`src/rtl/im_loader.sv`:
```
`default_nettype none
// ============================================================================
// im_loader : boot loader; byte stream -> big-endian words -> IM from addr 0.
// Optional trailing XOR checksum byte when IM_LOADER_CHECKSUM_EN is defined.
// Revision  : 1.0
// ============================================================================
module im_loader #(
   parameter int ADDR_W = 5
) (
   input  logic              clk,
   input  logic              reset,
   input  logic              start,
   input  logic              in_valid,
   input  logic [7:0]        in_data,
   output logic              in_ready,
   output logic              im_we,
   output logic [ADDR_W-1:0] im_addr,
   output logic [31:0]       im_wdata,
   output logic              cpu_reset,
   output logic              busy,
   output logic              done,
   output logic              error,
   output logic [ADDR_W:0]   words_loaded
);

   localparam logic [2:0] S_IDLE  = 3'd0;
   localparam logic [2:0] S_HDR   = 3'd1;
   localparam logic [2:0] S_DATA  = 3'd2;
   localparam logic [2:0] S_FLUSH = 3'd3;
   localparam logic [2:0] S_DONE  = 3'd4;
   localparam logic [2:0] S_ERR   = 3'd5;
`ifdef IM_LOADER_CHECKSUM_EN
   localparam logic [2:0] S_CHK   = 3'd6;
`endif
   localparam logic [31:0] CAP = 32'd1 << ADDR_W;

   logic [2:0]        state_q, state_d;
   logic [1:0]        lane_q, lane_d;
   logic [23:0]       shift_q, shift_d;
   logic [ADDR_W:0]   n_q, n_d;
   logic [ADDR_W:0]   cnt_q, cnt_d;
`ifdef IM_LOADER_CHECKSUM_EN
   logic [7:0]        xor_q, xor_d;
`endif

   logic              ready_q, ready_d;
   logic              we_q, we_d;
   logic [ADDR_W-1:0] addr_q, addr_d;
   logic [31:0]       wdata_q, wdata_d;
   logic              cpu_reset_q, cpu_reset_d;
   logic              busy_q, busy_d;
   logic              done_q, done_d;
   logic              error_q, error_d;

   logic              accept;
   logic              word_done;
   logic [31:0]       word;
   logic [ADDR_W:0]   cnt_inc;

   assign accept    = in_valid && ready_q;
   assign word_done = accept && (lane_q == 2'd3);
   assign word      = {shift_q, in_data};
   assign cnt_inc   = cnt_q + (ADDR_W+1)'(1);

   // State register
   always_ff @(posedge clk) begin
      if (reset) begin
         state_q <= S_IDLE;
      end else begin
         state_q <= state_d;
      end
   end

   // Next-state logic
   always_comb begin
      state_d = state_q;
      case (state_q)
         S_IDLE, S_DONE, S_ERR: begin
            if (start) state_d = S_HDR;
         end
         S_HDR: begin
            if (word_done) begin
               state_d = (word == 32'd0 || word > CAP) ? S_ERR : S_DATA;
            end
         end
         S_DATA: begin
            if (word_done && cnt_inc == n_q) state_d = S_FLUSH;
         end
         S_FLUSH: begin
`ifdef IM_LOADER_CHECKSUM_EN
            state_d = S_CHK;
`else
            state_d = S_DONE;
`endif
         end
`ifdef IM_LOADER_CHECKSUM_EN
         S_CHK: begin
            if (accept) state_d = (in_data == xor_q) ? S_DONE : S_ERR;
         end
`endif
         default: state_d = S_IDLE;
      endcase
   end

   // Datapath next values: byte assembly, word count, IM write strobe
   always_comb begin
      lane_d  = lane_q;
      shift_d = shift_q;
      n_d     = n_q;
      cnt_d   = cnt_q;
      we_d    = 1'b0;
      addr_d  = addr_q;
      wdata_d = wdata_q;
`ifdef IM_LOADER_CHECKSUM_EN
      xor_d   = xor_q;
`endif
      if (state_q != S_HDR && state_d == S_HDR) begin
         lane_d = 2'd0;
         cnt_d  = '0;
`ifdef IM_LOADER_CHECKSUM_EN
         xor_d  = 8'd0;
`endif
      end else if (accept && (state_q == S_HDR || state_q == S_DATA)) begin
         lane_d  = lane_q + 2'd1;
         shift_d = {shift_q[15:0], in_data};
         if (state_q == S_HDR && lane_q == 2'd3) begin
            n_d = word[ADDR_W:0];
         end
         if (state_q == S_DATA) begin
`ifdef IM_LOADER_CHECKSUM_EN
            xor_d = xor_q ^ in_data;
`endif
            if (lane_q == 2'd3) begin
               we_d    = 1'b1;
               addr_d  = cnt_q[ADDR_W-1:0];
               wdata_d = word;
               cnt_d   = cnt_inc;
            end
         end
      end
   end

   // Status outputs decoded from the state being entered, so they register with it
   always_comb begin
      ready_d     = (state_d == S_HDR) || (state_d == S_DATA);
      busy_d      = (state_d == S_HDR) || (state_d == S_DATA) || (state_d == S_FLUSH);
`ifdef IM_LOADER_CHECKSUM_EN
      ready_d     = ready_d || (state_d == S_CHK);
      busy_d      = busy_d  || (state_d == S_CHK);
`endif
      done_d      = (state_d == S_DONE);
      error_d     = (state_d == S_ERR);
      cpu_reset_d = (state_d != S_DONE);
   end

   always_ff @(posedge clk) begin
      if (reset) begin
         lane_q      <= 2'd0;
         shift_q     <= 24'd0;
         n_q         <= '0;
         cnt_q       <= '0;
`ifdef IM_LOADER_CHECKSUM_EN
         xor_q       <= 8'd0;
`endif
         ready_q     <= 1'b0;
         we_q        <= 1'b0;
         addr_q      <= '0;
         wdata_q     <= 32'd0;
         cpu_reset_q <= 1'b1;
         busy_q      <= 1'b0;
         done_q      <= 1'b0;
         error_q     <= 1'b0;
      end else begin
         lane_q      <= lane_d;
         shift_q     <= shift_d;
         n_q         <= n_d;
         cnt_q       <= cnt_d;
`ifdef IM_LOADER_CHECKSUM_EN
         xor_q       <= xor_d;
`endif
         ready_q     <= ready_d;
         we_q        <= we_d;
         addr_q      <= addr_d;
         wdata_q     <= wdata_d;
         cpu_reset_q <= cpu_reset_d;
         busy_q      <= busy_d;
         done_q      <= done_d;
         error_q     <= error_d;
      end
   end

   assign in_ready     = ready_q;
   assign im_we        = we_q;
   assign im_addr      = addr_q;
   assign im_wdata     = wdata_q;
   assign cpu_reset    = cpu_reset_q;
   assign busy         = busy_q;
   assign done         = done_q;
   assign error        = error_q;
   assign words_loaded = cnt_q;

endmodule
`default_nettype wire

```
`config.mk`:
```
export PLATFORM = sky130hd
export DESIGN_NAME = im_loader
export DESIGN_NICKNAME = d
export VERILOG_FILES = /design/src/rtl/im_loader.sv
export SDC_FILE = /design/constraint.sdc
export NUM_CORES = 1
export LEC_CHECK = 0
export ABC_AREA = 1
export BUFFER_PORTS_ARGS = -buffer_cell sky130_fd_sc_hd__buf_2
export CORE_MARGIN = 10
export CORE_UTILIZATION = 54
export CTS_CLUSTER_SIZE = 16
export DETAILED_ROUTE_END_ITERATION = 10
export PLACE_DENSITY = 0.78
export SLEW_MARGIN = 10
export SYNTH_ARGS = -nofsm -noshare
export SYNTH_HDL_FRONTEND = slang
export SYNTH_SLANG_ARGS = --single-unit
```
`constraint.sdc`:
```
create_clock -name clk -period 1.8 [get_ports clk]
set_clock_uncertainty 0.2 [all_clocks]
set_input_delay 0 -clock clk [delete_from_list [all_inputs] [get_ports clk]]
set_output_delay 0 -clock clk [all_outputs]
set_load 0.1 [all_outputs]
```
Word level (Yosys, flattened, before mapping)
Index checks and enable logic that the tools add are counted.
Cells by class
  equality and inequality tests: 14
  add/sub/neg operators: 2
  reductions and logical operators: 19
  $lt $le $gt $ge: 1
  multiplexer cells: 6
  bitwise operators: 3
Operator list (count)
  $gt 32x6->1 const B: 1
  $logic_not 32->1: 1
  $eq 3x2->1 const B: 4
  $eq 3x3->1 const B: 4
  $mux 3: 4
  $pmux 3 s4: 1
  $add 6x1->6 const B: 1
  $eq 3x1->1 const B: 2
  $eq 6x6->1: 1
  $logic_and 1x1->1: 6
  $reduce_and 3->1: 2
  $logic_or 1x1->1: 4
  $reduce_and 4->1: 1
  $reduce_or 4->1: 1
  $logic_not 3->1: 1
  $ne 3x1->1 const B: 1
  $ne 3x3->1 const B: 1
  $not 1->1: 3
  $reduce_or 3->1: 1
  $add 2x1->2 const B: 1
  $eq 2x2->1 const B: 1
  $reduce_and 2->1: 1
  $reduce_or 2->1: 1
  $mux 1: 1
Storage, ports and cells
  logic and storage cells: 58
  flip-flop bits (word level): 84
  input bits: 12
  output and inout port bits: 49

Longest topological paths before layout
  word-level depth: 9
  mapped depth: 12
  depth with buffers taken out: 12

Worst setup path before layout
No wires, ideal clock.
  path type: reg2reg
  start point: register cnt_q[0] (netlist: words_loaded[0])
  end point: register cpu_reset_q (netlist: cpu_reset)
  path slack: -661 ps
  clock period less this slack: 2461 ps
  library setup time: 111 ps
  arrival time: 2151 ps
  data required time: 1489 ps
  buffers on the path: 0
  cell stages (with the launch flop): 10
  cell sequence: dfxtp_1 > ha_1 > nand4_1 > and2_1 > nor2_1 > nor2_1 > nand3_2 > nand3_2 > nor2_2 > inv_2
Between the ends
  word-level cells in the longest chain between the ends: 6
RTL lines
  from (decl): line 41  | logic [ADDR_W:0] cnt_q, cnt_d;
  from (signal assigned): line 177  | cnt_q <= cnt_d;
  $add 6x1->6: line 63  | assign cnt_inc = cnt_q + (ADDR_W+1)'(1);
  $eq 6x6->1: line 87  | if (word_done && cnt_inc == n_q) state_d = S_FLUSH;
  $logic_and 1x1->1: line 87
  $mux 3: line 87
  $pmux 3 s4: line 77  | case (state_q)
  $ne 3x3->1: line 153  | cpu_reset_d = (state_d != S_DONE);
  to (signal assigned): line 185  | cpu_reset_q <= cpu_reset_d;
  to (decl): line 50  | logic cpu_reset_q, cpu_reset_d;
No other way between the ends.
A chain may end at the register's enable or synchronous reset.

Worst setup path in the final report
  start point: register state_q[1]
  end point: register cnt_q[3] (netlist: words_loaded[3])
Between the ends
  word-level cells in the longest chain between the ends: 6
  elaborated cells between the ends (all ways): 18
  those cells by class: 7 x eq/ne; 4 x mux; 7 x reduce/logical
RTL lines
  from (decl): line 37  | logic [2:0] state_q, state_d;
  from (signal assigned): line 70  | state_q <= state_d;
  $eq 3x3->1 or $logic_not 3->1 (tied branches): line 77
  $reduce_or 3->1: line 77
  $pmux 3 s4: line 77
  $eq 3x1->1: line 117  | if (state_q != S_HDR && state_d == S_HDR) begin
  $logic_and 1x1->1: line 117
  $reduce_or 2->1 (no source line)
Several ways; a longest one is shown, not always the timed one.

==> qor.txt <==
status = finished clean
number of global-route vias before repair = 2,760
Critical Path RT = 1.83 ns
post-synth top area share = 51.28%
Top Ports = 61
crit path kind = reg -> reg
final hold vios = 0
Initial Utilization = 55.39%
final setup margin = 0.05899 ns
Max VDD drop = 0.5259 mV
setup TNS = 0 ns
Post-Synthesis Cells = 428
max cap viols = 0
routed vias = 3,021
Startpoint Class = register
largest net degree at the start of global routing = 70
Final min period = 1.741 ns
Tightest Pin Transition = 0.4951 ns
top-count cell post-synth = nor2_1
Routed WL per cell = 13.48 µm
post-synth top area cell = dfxtp_1
TritonRoute pass-1 iters = 5
Detailed Place HPWL = 5.422 mm
clock net sink count = 84
Cell Area, Synth = 3279 µm²
Slew Limit Fails = 0
Seq/Total Area, Yosys = 51.28%
Die Wd = 97.93 µm
unrepaired setup endpoints after global routing = yes
Iteration-0 DRC Markers = 216
CTS root buf = clkbuf_8
pwr/cell area = 816.5 nW/µm²
Tightest Hold Check Type = in -> reg
Tcrit/Tclk final = 96.72%
Setup violations, final = 0
total gr overflow = 0
CP endpoint kind = register
DRC = 0
Post-synth ARST share = 0%
Fmax = 574.4 MHz
Total GRT Usage = 15.85%
H-tree levels = 3
Routed Antenna Nets = 0
synth-to-layout area growth = 25.64%
multi-input logic area = 1438 µm²
I/O Buffers = 60
share of cells above drive strength 1 = 25.74%
Cells after DPL = 555
total CTS buffers = 9
Slew headroom = 67.22%
Worst Path Arrival = 1.77 ns
final WL = 7.871 mm
Main synth FF type = dfxtp_1
via/cell ratio = 5.173
Die Area = 9590 µm²
pre-CTS setup slack = 0.02714 ns
worst skew pair latency = 0.34 ns
first-pass GRT wire length = 12.92 mm
Hold WS = 0.2277 ns
CTS tree = built
Reg clk slew, reported paths = 0.08 ns
Synth top cells by count = nor2_1 (109), dfxtp_1 (84), o21ai_0 (72), nand2_1 (36), a21oi_1 (31)
Max clock buf depth = 2
initial antenna violation count = 0
Seq. cell area = 1710 µm²
Synth cell types = 29
nets = 519
Core Region = 5921 µm²
critical-path maximum fanout = 8
Syn Nets = 442
routability congestion estimate = 0.8997
Die Ht = 97.93 µm
number of synthesized flops with an enable pin = 0
Static Leakage = 1.890 nW
Synth Area per Inst = 7.662 µm²
fill count = 489
register bit total from synthesis = 84
FP Rows = 28
YS warnings = 0
non-filler cells, final = 584
largest cells by area after synthesis = dfxtp_1 (51%), nor2_1 (12%), o21ai_0 (11%)
ANT cells = 0
==> state kept, by name, indices dropped and copies added (netlist names) <==
register      flops
busy              1
cpu_reset         1
done              1
error             1
im_addr           5
im_wdata         32
im_we             1
in_ready          1
lane_q            2
n_q               6
shift_q          24
state_q           3
words_loaded      6
==> metal layers <==
metal / up-vias / track usage (%) / wire, µm
li1: 1541 / - / -
met1: 1365 / 20.04 / 3538
met2: 96 / 24.47 / 3665
met3: 19 / 4.228 / 493
met4: 0 / 7.494 / 174
met5: - / 0 / 0
==> worst max-delay path, stage by stage, from the launching register on <==
cell	delay, ns
dfxtp_1	0.31
inv_1	0.19
nand2_4	0.11
nor3_4	0.26
nand2_2	0.11
nand2_1	0.10
nand3_1	0.12
nand2_4	0.15
nor2_1	0.06
==> power breakdown <==
| group | internal, mW | switching (mW) | total (mW) |
|---|---|---|---|
| sequential | 1.87 | 0.0188 | 1.89 |
| combinational | 0.0794 | 0.141 | 0.221 |
| clock | 0.607 | 0.643 | 1.25 |
==> cells by family (layout without fill, tap and decap cells) <==
kind of cell    Yosys count  in the layout  share of synthesized area (%)
buf+inv                  55            136                          6.677
xor+xnor                  6              6                          1.603
simple gates            172            172                          22.32
compound gates          108            108                          17.05
mux                       1              1                         0.3052
flops                    84             84                          51.28
fa+ha+maj                 2              2                         0.7629
==> cells in the final DEF, fill, tap and decap left out, drive strengths merged, types with 3 or more instances in the layout <==
cell type      n
nand4          3
nand3         11
a21oi         32
dlygate4sd3   11
o21ai         73
xor2           3
xnor2          3
clkbuf        12
inv           35
dfxtp         84
nor3           4
nor2         112
nand2         40
buf           75
==> stage by stage <==
| step | instance area (µm²) | util, % | power [mW] |
|---|---|---|---|
| 6_report | 4120 | 69.59 | 3.364 |
| 5_1_grt | 4120 | 69.59 | 3.482 |
| 4_1_cts | 4046 | 68.34 | 3.368 |
| 3_5_place_dp | 3750 | 63.33 | 2.128 |
| 3_3_place_gp | 3750 | 63.33 | 2.124 |
| 2_1_floorplan | 3322 | - | 2.065 |
==> final timing paths <==
| path | cells past startpoint | slack [ns] | end | from |
|---|---|---|---|---|
| max | 8 | 0.06 | words_loaded[3] | state_q[1] |
| min | 3 | 0.23 | state_q[1] | reset |
| max reg2reg | 8 | 0.06 | words_loaded[3] | state_q[1] |
| min reg2reg | 2 | 0.28 | n_q[2] | n_q[2] |
==> what timing repair did <==
action / in CTS / in global routing
hold buffers: 11 / 0
hold endpoints to repair: 32 / 0
setup buffers: 0 / 3
resized for setup: 0 / 15
setup endpoints to repair: 0 / 49
==> layout make-up <==
type                            count  share of cell area [%]
Timing Repair Buffer               86                   13.60
Clock inverter                      3                  0.5162
Clock buffer                       12                   4.008
Sequential cell                    84                   41.51
Tap cell                           75                   2.278
Inverter                           35                   3.189
Multi-Input combinational cell    289                   34.89
Power figures use the tool's default switching activity.
